<file path="config.mk">
export PLATFORM = sky130hd
export DESIGN_NAME = mips_run_monitor_flat
export DESIGN_NICKNAME = d
export VERILOG_FILES = /design/src/rtl/mips_run_monitor_pkg.sv /design/src/rtl/mips_run_monitor_if.sv /design/src/rtl/mips_run_monitor_bp_match.sv /design/src/rtl/mips_run_monitor.sv /design/src/flat_wrapper.sv
export SDC_FILE = /design/constraint.sdc
export NUM_CORES = 1
export LEC_CHECK = 0
export ABC_CLOCK_PERIOD_IN_PS = 2950
export CORE_AREA = 4 4 148 150
export CTS_CLUSTER_DIAMETER = 60
export DETAILED_ROUTE_END_ITERATION = 6
export DIE_AREA = 0 0 152 154
export GPL_TIMING_DRIVEN = 0
export PLACE_DENSITY = 0.77
export SYNTH_ARGS = -nofsm -noshare
export SYNTH_HDL_FRONTEND = slang
export SYNTH_HIERARCHICAL = 1
export SYNTH_SLANG_ARGS = --single-unit
</file>
<file path="constraint.sdc">
create_clock -name clk -period 2.95 [get_ports clk]
set_input_delay 0.59 -clock clk [delete_from_list [all_inputs] [get_ports clk]]
set_output_delay 0.59 -clock clk [all_outputs]
set_load 0.1 [all_outputs]
</file>
<file path="src/rtl/mips_run_monitor_pkg.sv">
// mips_run_pkg: stop-reason codes and controller states for mips_run_monitor
package mips_run_pkg;
  localparam logic [1:0] STOP_END_PC  = 2'd0;
  localparam logic [1:0] STOP_BP      = 2'd1;
  localparam logic [1:0] STOP_STALL   = 2'd2;
  localparam logic [1:0] STOP_TIMEOUT = 2'd3;
  typedef enum logic [2:0] {HOLD, RUN, DRAIN, DUMP_RD, DUMP_OUT, DONE} state_t;
endpackage

</file>
<file path="src/rtl/mips_run_monitor_if.sv">
// mips_run_monitor_if: data-memory read port and dump stream of the run monitor
interface mips_run_monitor_if;
  logic        mem_rd_en;
  logic [31:0] mem_addr;
  logic [31:0] mem_rdata;
  logic [31:0] dump_data;
  logic        dump_valid;
  logic        dump_ready;
  logic        dump_last;
  modport master (output mem_rd_en, mem_addr, dump_data, dump_valid, dump_last,
                  input mem_rdata, dump_ready);
  modport slave  (input mem_rd_en, mem_addr, dump_data, dump_valid, dump_last,
                  output mem_rdata, dump_ready);
endinterface

</file>
<file path="src/rtl/mips_run_monitor_bp_match.sv">
// mips_bp_match: breakpoint comparators with lowest-channel-wins priority encoder
module mips_bp_match #(
  parameter int NUM_BP = 4,
  parameter int BPW    = 2
) (
  input  logic [31:0]          pc,
  input  logic [32*NUM_BP-1:0] bp_addr,
  input  logic [NUM_BP-1:0]    bp_en,
  output logic                 hit,
  output logic [BPW-1:0]       id
);
  always_comb begin
    hit = 1'b0;
    id  = '0;
    for (int k = NUM_BP - 1; k >= 0; k--)
      if (bp_en[k] && bp_addr[32*k +: 32] == pc) begin
        hit = 1'b1;
        id  = BPW'(k);
      end
  end
endmodule

</file>
<file path="src/rtl/mips_run_monitor.sv">
// mips_run_monitor: core run controller and data-memory dumper; MIPS_RUN_MONITOR_STALL_DETECT_EN adds the PC-stall stop
module mips_run_monitor
  import mips_run_pkg::*;
#(
  parameter int          NUM_BP       = 4,
  parameter logic [31:0] END_PC       = 32'h84,
  parameter int          HOLD_CYCLES  = 3,
  parameter int          DRAIN_CYCLES = 5,
  parameter int          DUMP_BASE    = 32,
  parameter int          DUMP_WORDS   = 96,
  parameter int          MAX_CYCLES   = 50000,
  parameter int          STALL_LIMIT  = 16,
  localparam int         BPW          = NUM_BP > 1 ? $clog2(NUM_BP) : 1
) (
  input  logic                   clk,
  input  logic                   reset,
  output logic                   core_reset_n,
  input  logic [31:0]            pc,
  input  logic [32*NUM_BP-1:0]   bp_addr,
  input  logic [NUM_BP-1:0]      bp_en,
  mips_run_monitor_if.master     bus,
  output logic                   done,
  output logic [1:0]             stop_reason,
  output logic [BPW-1:0]         bp_id,
  output logic [31:0]            cycle_count
);
  state_t         state, state_nx;
  logic [31:0]    pc_q, cnt, idx, dump_data;
  logic           dump_valid, dump_last;
  logic           bp_hit, stall_hit, timeout_hit, stop;
  logic [BPW-1:0] bp_hit_id;
  logic [1:0]     reason_nx;

  mips_bp_match #(.NUM_BP(NUM_BP), .BPW(BPW)) u_bp (
    .pc(pc_q), .bp_addr(bp_addr), .bp_en(bp_en), .hit(bp_hit), .id(bp_hit_id)
  );

`ifdef MIPS_RUN_MONITOR_STALL_DETECT_EN
  localparam int SW = $clog2(STALL_LIMIT + 1);
  logic [31:0] pc_prev;
  logic [SW-1:0] stall_cnt;
  always_ff @(posedge clk)
    if (!reset) begin
      pc_prev   <= '0;
      stall_cnt <= '0;
    end else begin
      pc_prev   <= pc_q;
      stall_cnt <= (state == RUN && pc_q == pc_prev) ? stall_cnt + 1'b1 : '0;
    end
  assign stall_hit = state == RUN && pc_q == pc_prev && stall_cnt == SW'(STALL_LIMIT - 1);
`else
  assign stall_hit = 1'b0;
`endif

  assign timeout_hit = cycle_count == 32'(MAX_CYCLES - 1);
  assign stop        = bp_hit || pc_q == END_PC || stall_hit || timeout_hit;
  assign reason_nx   = bp_hit ? STOP_BP : pc_q == END_PC ? STOP_END_PC : stall_hit ? STOP_STALL : STOP_TIMEOUT;

  always_ff @(posedge clk) state <= !reset ? HOLD : state_nx;

  always_comb begin
    state_nx = state;
    case (state)
      HOLD:     state_nx = (cnt == 32'(HOLD_CYCLES - 1)) ? RUN : HOLD;
      RUN:      state_nx = stop ? DRAIN : RUN;
      DRAIN:    state_nx = (cnt == 32'(DRAIN_CYCLES - 1)) ? DUMP_RD : DRAIN;
      DUMP_RD:  state_nx = DUMP_OUT;
      DUMP_OUT: state_nx = (dump_valid && bus.dump_ready) ? (dump_last ? DONE : DUMP_RD) : DUMP_OUT;
      default:  state_nx = DONE;
    endcase
  end

  // The first DUMP_OUT cycle only captures the read data, so dump_valid never races the memory latency.
  always_ff @(posedge clk)
    if (!reset) begin
      pc_q        <= '0;
      cnt         <= '0;
      idx         <= '0;
      dump_data   <= '0;
      dump_valid  <= 1'b0;
      dump_last   <= 1'b0;
      stop_reason <= '0;
      bp_id       <= '0;
      cycle_count <= '0;
    end else begin
      pc_q <= pc;
      cnt  <= (state_nx != state) ? '0 : cnt + 32'd1;
      if (state == RUN) begin
        cycle_count <= &cycle_count ? cycle_count : cycle_count + 32'd1;
        if (stop) begin
          stop_reason <= reason_nx;
          bp_id       <= bp_hit_id;
        end
      end
      if (state == DRAIN) idx <= '0;
      if (state == DUMP_OUT) begin
        if (!dump_valid) begin
          dump_data  <= bus.mem_rdata;
          dump_valid <= 1'b1;
          dump_last  <= idx == 32'(DUMP_WORDS - 1);
        end else if (bus.dump_ready) begin
          dump_valid <= 1'b0;
          dump_last  <= 1'b0;
          idx        <= idx + 32'd1;
        end
      end
    end

  assign core_reset_n   = state != HOLD;
  assign done           = state == DONE;
  assign bus.mem_rd_en  = state == DUMP_RD;
  assign bus.mem_addr   = (state == DUMP_RD) ? 32'(DUMP_BASE) + idx : '0;
  assign bus.dump_data  = dump_data;
  assign bus.dump_valid = dump_valid;
  assign bus.dump_last  = dump_last;
endmodule
</file>
<file path="src/flat_wrapper.sv">
// flat-port wrapper written by rule: the top's interface ports become plain ports
module mips_run_monitor_flat import mips_run_pkg::*;
#(
  parameter int          NUM_BP       = 4,
  parameter logic [31:0] END_PC       = 32'h84,
  parameter int          HOLD_CYCLES  = 3,
  parameter int          DRAIN_CYCLES = 5,
  parameter int          DUMP_BASE    = 32,
  parameter int          DUMP_WORDS   = 96,
  parameter int          MAX_CYCLES   = 50000,
  parameter int          STALL_LIMIT  = 16,
  localparam int         BPW          = NUM_BP > 1 ? $clog2(NUM_BP) : 1
)
  (clk, reset, core_reset_n, pc, bp_addr, bp_en, done, stop_reason, bp_id, cycle_count, bus_mem_rd_en, bus_mem_addr, bus_dump_data, bus_dump_valid, bus_dump_last, bus_mem_rdata, bus_dump_ready);
  mips_run_monitor_if bus_i ();
  input  logic clk;
  input  logic reset;
  output logic core_reset_n;
  input  logic [31:0] pc;
  input  logic [32*NUM_BP-1:0] bp_addr;
  input  logic [NUM_BP-1:0] bp_en;
  output logic done;
  output logic [1:0] stop_reason;
  output logic [BPW-1:0] bp_id;
  output logic [31:0] cycle_count;
  output wire logic [$bits(bus_i.mem_rd_en)-1:0] bus_mem_rd_en;
  output wire logic [$bits(bus_i.mem_addr)-1:0] bus_mem_addr;
  output wire logic [$bits(bus_i.dump_data)-1:0] bus_dump_data;
  output wire logic [$bits(bus_i.dump_valid)-1:0] bus_dump_valid;
  output wire logic [$bits(bus_i.dump_last)-1:0] bus_dump_last;
  input wire logic [$bits(bus_i.mem_rdata)-1:0] bus_mem_rdata;
  input wire logic [$bits(bus_i.dump_ready)-1:0] bus_dump_ready;
  assign bus_mem_rd_en = bus_i.mem_rd_en;
  assign bus_mem_addr = bus_i.mem_addr;
  assign bus_dump_data = bus_i.dump_data;
  assign bus_dump_valid = bus_i.dump_valid;
  assign bus_dump_last = bus_i.dump_last;
  assign bus_i.mem_rdata = bus_mem_rdata;
  assign bus_i.dump_ready = bus_dump_ready;
  mips_run_monitor #(.NUM_BP(NUM_BP), .END_PC(END_PC), .HOLD_CYCLES(HOLD_CYCLES), .DRAIN_CYCLES(DRAIN_CYCLES), .DUMP_BASE(DUMP_BASE), .DUMP_WORDS(DUMP_WORDS), .MAX_CYCLES(MAX_CYCLES), .STALL_LIMIT(STALL_LIMIT)) u_core (.clk(clk), .reset(reset), .core_reset_n(core_reset_n), .pc(pc), .bp_addr(bp_addr), .bp_en(bp_en), .bus(bus_i), .done(done), .stop_reason(stop_reason), .bp_id(bp_id), .cycle_count(cycle_count));
endmodule
</file>
==> results_dict.tcl, run 1 <==
set metrics [dict create \
    overflow 0 \
    clk_pin_slew_worst_paths_ps 70 \
    pin_count 304 \
    start_kind "register" \
    area_delta_synth_final_pct 44.9 \
    vias_per_cell 5.61 \
    min_path_type "register to register" \
    yosysWarnings 6 \
    syn_area_um2 9690 \
    cts_buffer_depth 2 \
    die_area_um2 23400 \
    drive_above_1_share_pct 12.8 \
    cts_tree "yes" \
    synth_common_cells "169 x dfxtp_1, 145 x nand2_1, 109 x xnor2_1" \
    p_leak_nw 4.92 \
    hold_violations 0 \
    drt-total-wl_um 35200 \
    fmax_mhz 331 \
    firstDrtPassIters 7 \
    syn_inst 1158 \
    cp_max_fo 4 \
    grt_use_total_pct 28.7 \
    htree_levels 4 \
    rows 53 \
    synth.distinct_cells 69 \
    cts.sinks 169 \
    die_width_um 152 \
    gp_congestion 0.927 \
    worstSkewPairLatency_ps 430 \
    violations "setup timing" \
    grt_pass1_wl_um 53600 \
    dr.first_iter.drc_count 734 \
    cp_data_required_time_ps 2360 \
    final_max_slew_viol_count 0 \
    post_dp_cell_area_um2 13100 \
    yosysTopAreaCellShare_pct 34.9 \
    cp.arrival_ps 2430 \
    drv_cap 0 \
    numCtsBuffers 17 \
    cts_root_buf "clkbuf_16" \
    power.density_nw_per_um2 384 \
    dp_hpwl_um 26700 \
    ir_drop_uv 403 \
    fin_crit_sh_pct 102 \
    synthArstFlopShare_pct 0 \
    rsz0062_at_grt "yes" \
    grt_pass1_vias 9629 \
    crit_path_end_kind "output pin" \
    ctsHoldBuffers 0 \
    status "finished with violations" \
    num_vias 9947 \
    grt_start_max_net_pins 18 \
    worst-setup-path-type "register to output pin" \
    initial_core_util_pct 46.9 \
    synth_top_area_cell "dfxtp_1" \
    fin_nets 1687 \
    layout_min_cycle_time_ps 3020 \
    ys_seq_elements 169 \
    setup_viol 1 \
    clock_skew_ps 15.7 \
    avgSynthCellArea_um2 8.37 \
    antenna_found_initial 3 \
    tightestPinTransition_ps 1050 \
    synthMostInstantiatedCell "dfxtp_1" \
    slew-limit-headroom_pct 30.0 \
    synthTopCellsByArea "dfxtp_1 35%, xnor2_1 9.8%, xor2_1 7.8%" \
    ant_nets 0 \
    io_buffers 302 \
    core-area_um2 20700 \
    synth_enable_flop_cells 0 \
    stdcell_area_um2 14100 \
    synth.net_count 1361 \
    wl_per_cell_um 19.8 \
    setup_ws_ps -69.4 \
    synth_flop_cell "dfxtp_1" \
    p_total_mw 5.40 \
    route.detailed.drc 0 \
    fillers 1776 \
    ys_seq_area_share_pct 34.9 \
    fp.dieH_um 154 \
]
[path summary, 6_finish.rpt]
path / startpoint / slack (ps) / to / cells past startpoint
setup / recovery: u_core/idx[5] / -70 / bus_mem_addr[27] / 7
hold / removal: u_core/stop_reason[0] / 460 / u_core/stop_reason[0] / 2
setup reg to reg: u_core/pc_q[11] / 130 / u_core/cnt[19] / 10
hold reg to reg: u_core/stop_reason[0] / 460 / u_core/stop_reason[0] / 2
[report_power, final]
group	internal [mW]	switching [mW]
Clock	1.22	1.02
Combinational	0.432	0.322
Sequential	2.31	0.0839
[metrics by stage]
step	instances	util (%)	hold slack (ps)	setup slack, ps	TNS, ps
6_report	1774	67.9	460	-69.4	-69.4
5_1_grt	1774	67.9	483	-108	-242
4_1_cts	1764	67.1	462	-54.1	-85.0
2_1_floorplan	1158	-	438	-468	-4600
3_5_place_dp	1735	63.5	452	-1150	-56860
3_3_place_gp	1735	63.5	438	-1120	-58150
[cell usage in the layout, fill, tap and decap left out, types with 11 or more instances in the layout]
master,n
nand2b_1,14
clkdlybuf4s50_1,267
and3_1,27
nand4_1,55
buf_4,33
xor2_1,85
and2_1,47
mux2i_1,12
nand3_1,44
o31ai_1,11
clkbuf_16,17
nor3_1,14
nand2_1,143
a21oi_1,12
clkbuf_1,33
nor2_1,67
dfxtp_1,156
inv_1,11
and4_1,17
o21ai_0,11
xnor2_1,109
nor4_1,44
a21boi_0,37
[critical path, cell delays in order (launching register included)]
cell and delay, ps:
dfxtp_4 390, ha_4 160, nand3_4 110, or3_4 420, or3_4 440, xor2_2 180
nor2_4 120, buf_12 180
[what timing repair did]
item	in CTS	in global routing
buffers inserted	3	10
pin swaps	6	11
gates resized for setup	226	34
setup endpoints to repair	71	57
[final cells by class]
| type | instances | area, um2 | area share (%) |
|---|---|---|---|
| diodes | 2 | 5.00 | 0.0356 |
| flip-flops and latches | 169 | 3410 | 24.2 |
| clock buffers | 18 | 439 | 3.13 |
| well taps | 275 | 344 | 2.45 |
| repair buffers | 315 | 3120 | 22.2 |
| clock inverters | 14 | 155 | 1.10 |
| inverters | 11 | 41.3 | 0.294 |
| plain buffers | 58 | 320 | 2.28 |
| multi-input cells | 912 | 6220 | 44.2 |
[metal layers]
layer  GRT usage (%)  part of all wire, %  vias up
met5               0                0.020        -
met4            12.0                  3.6        2
met3            6.95                  7.0       87
met2            51.4                   51      430
met1            32.5                   38     4694
li1                -                    -     4734
[sequential cells by signal, indices dropped and copies added (netlist names)]
| signal | count |
|---|---|
| u_core/bus.dump_data | 32 |
| u_core/cnt | 32 |
| u_core/cycle_count | 32 |
| u_core/idx | 32 |
| u_core/pc_q | 32 |
| u_core/state | 3 |
| u_core/bp_id | 2 |
| u_core/stop_reason | 2 |
| u_core/bus.dump_last | 1 |
| u_core/bus.dump_valid | 1 |
[cells by family (layout without fill, tap and decap cells)]
| family | Yosys count | count (layout) | share of synthesized area [%] |
|---|---|---|---|
| mux | 12 | 12 | 1.24 |
| simple gates | 570 | 570 | 32.0 |
| flops | 169 | 169 | 34.9 |
| other cells | 0 | 2 | 0 |
| compound gates | 131 | 131 | 10.1 |
| buf+inv | 77 | 416 | 3.72 |
| fa+ha+maj | 4 | 4 | 0.516 |
| xor+xnor | 195 | 195 | 17.6 |
No activity file was read; power rests on OpenSTA's default activity.
==> run 2, diff against run 1 <==
--- a/config.mk
+++ b/config.mk
@@ -5,13 +5,14 @@
 export SDC_FILE = /design/constraint.sdc
 export NUM_CORES = 1
 export LEC_CHECK = 0
-export ABC_CLOCK_PERIOD_IN_PS = 2950
-export CORE_AREA = 4 4 148 150
+export ABC_CLOCK_PERIOD_IN_PS = 2700
+export CORE_AREA = 4 4 156 158
 export CTS_CLUSTER_DIAMETER = 60
 export DETAILED_ROUTE_END_ITERATION = 6
-export DIE_AREA = 0 0 152 154
+export DIE_AREA = 0 0 160 162
 export GPL_TIMING_DRIVEN = 0
-export PLACE_DENSITY = 0.77
+export PLACE_DENSITY = 0.73
+export RECOVER_POWER = 50
 export SYNTH_ARGS = -nofsm -noshare
 export SYNTH_HDL_FRONTEND = slang
 export SYNTH_HIERARCHICAL = 1
==> constraint.sdc (replaced) <==
create_clock -name clk -period 2.7 [get_ports clk]
set_input_delay 0.54 -clock clk [delete_from_list [all_inputs] [get_ports clk]]
set_output_delay 0.54 -clock clk [all_outputs]
set_load 0.1 [all_outputs]
==> results_dict.tcl, run 2 (synthesis results as in run 1) <==
set metrics [dict create \
    status "finished with violations" \
    violations "setup timing" \
    gp_congestion 0.935 \
    overflow 0 \
    layout_common_cells "246 x clkdlybuf4s50_1, 143 x nand2_1, 114 x dfxtp_1" \
    firstDrtPassIters 5 \
    rsz0062_at_grt "yes" \
    grt_start_max_net_pins 21 \
    dp_hpwl_um 27000 \
    cp.depth 6 \
    htree_levels 4 \
    tightestPinTransition_ps 1040 \
    r2r-start "u_core/pc_q[12]" \
    worstSkewPairLatency_ps 430 \
    grt_pass1_wl_um 55100 \
    switching_power_mw 1.69 \
    cp_slowest_cell "dfxtp_2" \
    pre_cts_slack_ps -1510 \
    max_stage_delay_ps 450 \
    fp.dieH_um 162 \
    num_vias 10200 \
    area_delta_synth_final_pct 53.5 \
    drt-total-wl_um 36900 \
    critPathTopFamily "simple AND/OR/NAND/NOR gates" \
    cts.sinks 169 \
    die_width_um 160 \
    final_max_slew_viol_count 0 \
    rows 56 \
    dr.first_iter.drc_count 701 \
    switching_share_pct 28.3 \
    die_area_um2 25900 \
    drive_above_1_share_pct 19.7 \
    cts_tree "yes" \
    rr_endpoint "u_core/cnt[4]" \
    setup_tns_ps -879 \
    power_frac_clock_pct 41.6 \
    clock_skew_ps 15.0 \
    route.detailed.drc 0 \
    fmax_mhz 350 \
    core-area_um2 23100 \
    rrSetupSlack_ps 50 \
    crit_buf_inv 1 \
    pin_count 304 \
    r2r_cells 11 \
    ant_nets 0 \
    cts_buffer_depth 2 \
    wl_per_cell_um 20.2 \
    drv_cap 0 \
    cp_max_fo 9 \
    combPwrFrac_pct 14.6 \
    slew-limit-headroom_pct 30.2 \
    fin_crit_sh_pct 106 \
    seq_power_share_pct 43.8 \
    initial_core_util_pct 41.9 \
    setup_viol 10 \
    layout_min_cycle_time_ps 2850 \
    cp.arrival_ps 2310 \
    worst-setup-path-type "register to output pin" \
    min_path_cells 2 \
    start_kind "register" \
    crit_start "u_core/idx[16]" \
    final_common_cell "clkdlybuf4s50_1" \
    setup_ws_ps -155 \
    crit_path_end_kind "output pin" \
    cp_data_required_time_ps 2160 \
    fin_nets 1731 \
    p_total_mw 5.97 \
    utilization_pct 64.4 \
    p_int_mw 4.28 \
    cts_root_buf "clkbuf_16" \
    clk_pin_slew_worst_paths_ps 70 \
    grt_pass1_vias 9856 \
    hold_violations 0 \
    ctsHoldBuffers 0 \
    endpoint "bus_mem_addr[27]" \
    path_cells "and4_2, nand2_1, or3_4, xor2_2, nor2_4, buf_12" \
    p_leak_nw 5.39 \
    numCtsBuffers 17 \
    ir_drop_uv 398 \
    power.density_nw_per_um2 401 \
    min_path_type "register to register" \
    io_buffers 302 \
    grt_use_total_pct 26.6 \
    vias_per_cell 5.56 \
    antenna_found_initial 4 \
]
==> run 2: cell count changes in the layout (fill, tap and decap cells not counted), sizes merged <==
cell / previous run / this run
clkbuf: 61 / 66
dlygate4sd2: 0 / 5
bufinv: 1 / 0
buf: 52 / 99
clkdlybuf4s15: 10 / 1
dlygate4sd3: 0 / 1
clkdlybuf4s50: 268 / 246
clkinv: 4 / 8
inv: 18 / 17
clkinvlp: 2 / 1
dlymetal6s2s: 0 / 16
==> run 2: power groups by stage <==
stage	logic [mW]	registers [mW]	clock network [mW]
after floorplan	0.356	2.67	0
after global placement	0.802	2.68	0
after detailed placement	0.808	2.68	0
after CTS	0.841	2.62	2.54
after global routing	0.925	2.62	2.66
final	0.871	2.62	2.49
==> run 2: cell type report <==
class / count / area [um2]
fillers: 1931 / 8240
multi-input cells: 912 / 6420
repair buffers: 359 / 3630
flip-flops and latches: 169 / 3480
clock buffers: 17 / 425
well taps: 290 / 363
plain buffers: 58 / 317
clock inverters: 15 / 194
inverters: 11 / 45.0
diodes: 2 / 5.00
==> run 2: worst register-to-register path, stage by stage (launching register included) <==
cell	delay, ps
dfxtp_4	380
xor2_2	150
nor4_2	360
nand4_1	200
nor4_2	400
nand2b_1	170
nand3b_1	160
a21oi_2	90
o2111ai_4	270
buf_4	180
buf_6	120
nor2_1	50
==> run 2: per-stage QoR <==
stage / hold slack, ps / instance area (um2) / std cells
finish: 462 / 14900 / 1833
global route: 483 / 14900 / 1833
CTS: 464 / 14400 / 1799
detailed placement: 454 / 13300 / 1750
global placement: 438 / 13300 / 1750
floorplan: 438 / 9870 / 1158
==> run 2: layer usage <==
layer  GRT usage (%)  wire length [um]  vias up
met5               0                30        -
met4            11.8              1670        4
met3            7.10              2730      113
met2            47.1             18400      454
met1            30.1             14200     4791
li1                -                 -     4821
==> run 2: how the worst min path moves through the flow <==
stage	startpoint	endpoint
after floorplan	u_core/cnt[0]	u_core/cnt[0]
after global placement	u_core/stop_reason[0]	u_core/stop_reason[0]
after detailed placement	u_core/bp_id[0]	u_core/bp_id[0]
after CTS	u_core/bp_id[0]	u_core/bp_id[0]
after global routing	u_core/bus.dump_data[20]	u_core/bus.dump_data[20]
final	u_core/bp_id[0]	u_core/bp_id[0]
==> run 2: what timing repair did <==
item	4_1_cts	5_1_grt
resized for setup	301	122
setup buffers	24	34
pin swaps	11	28
setup endpoints to repair	71	69
cloned	1	0
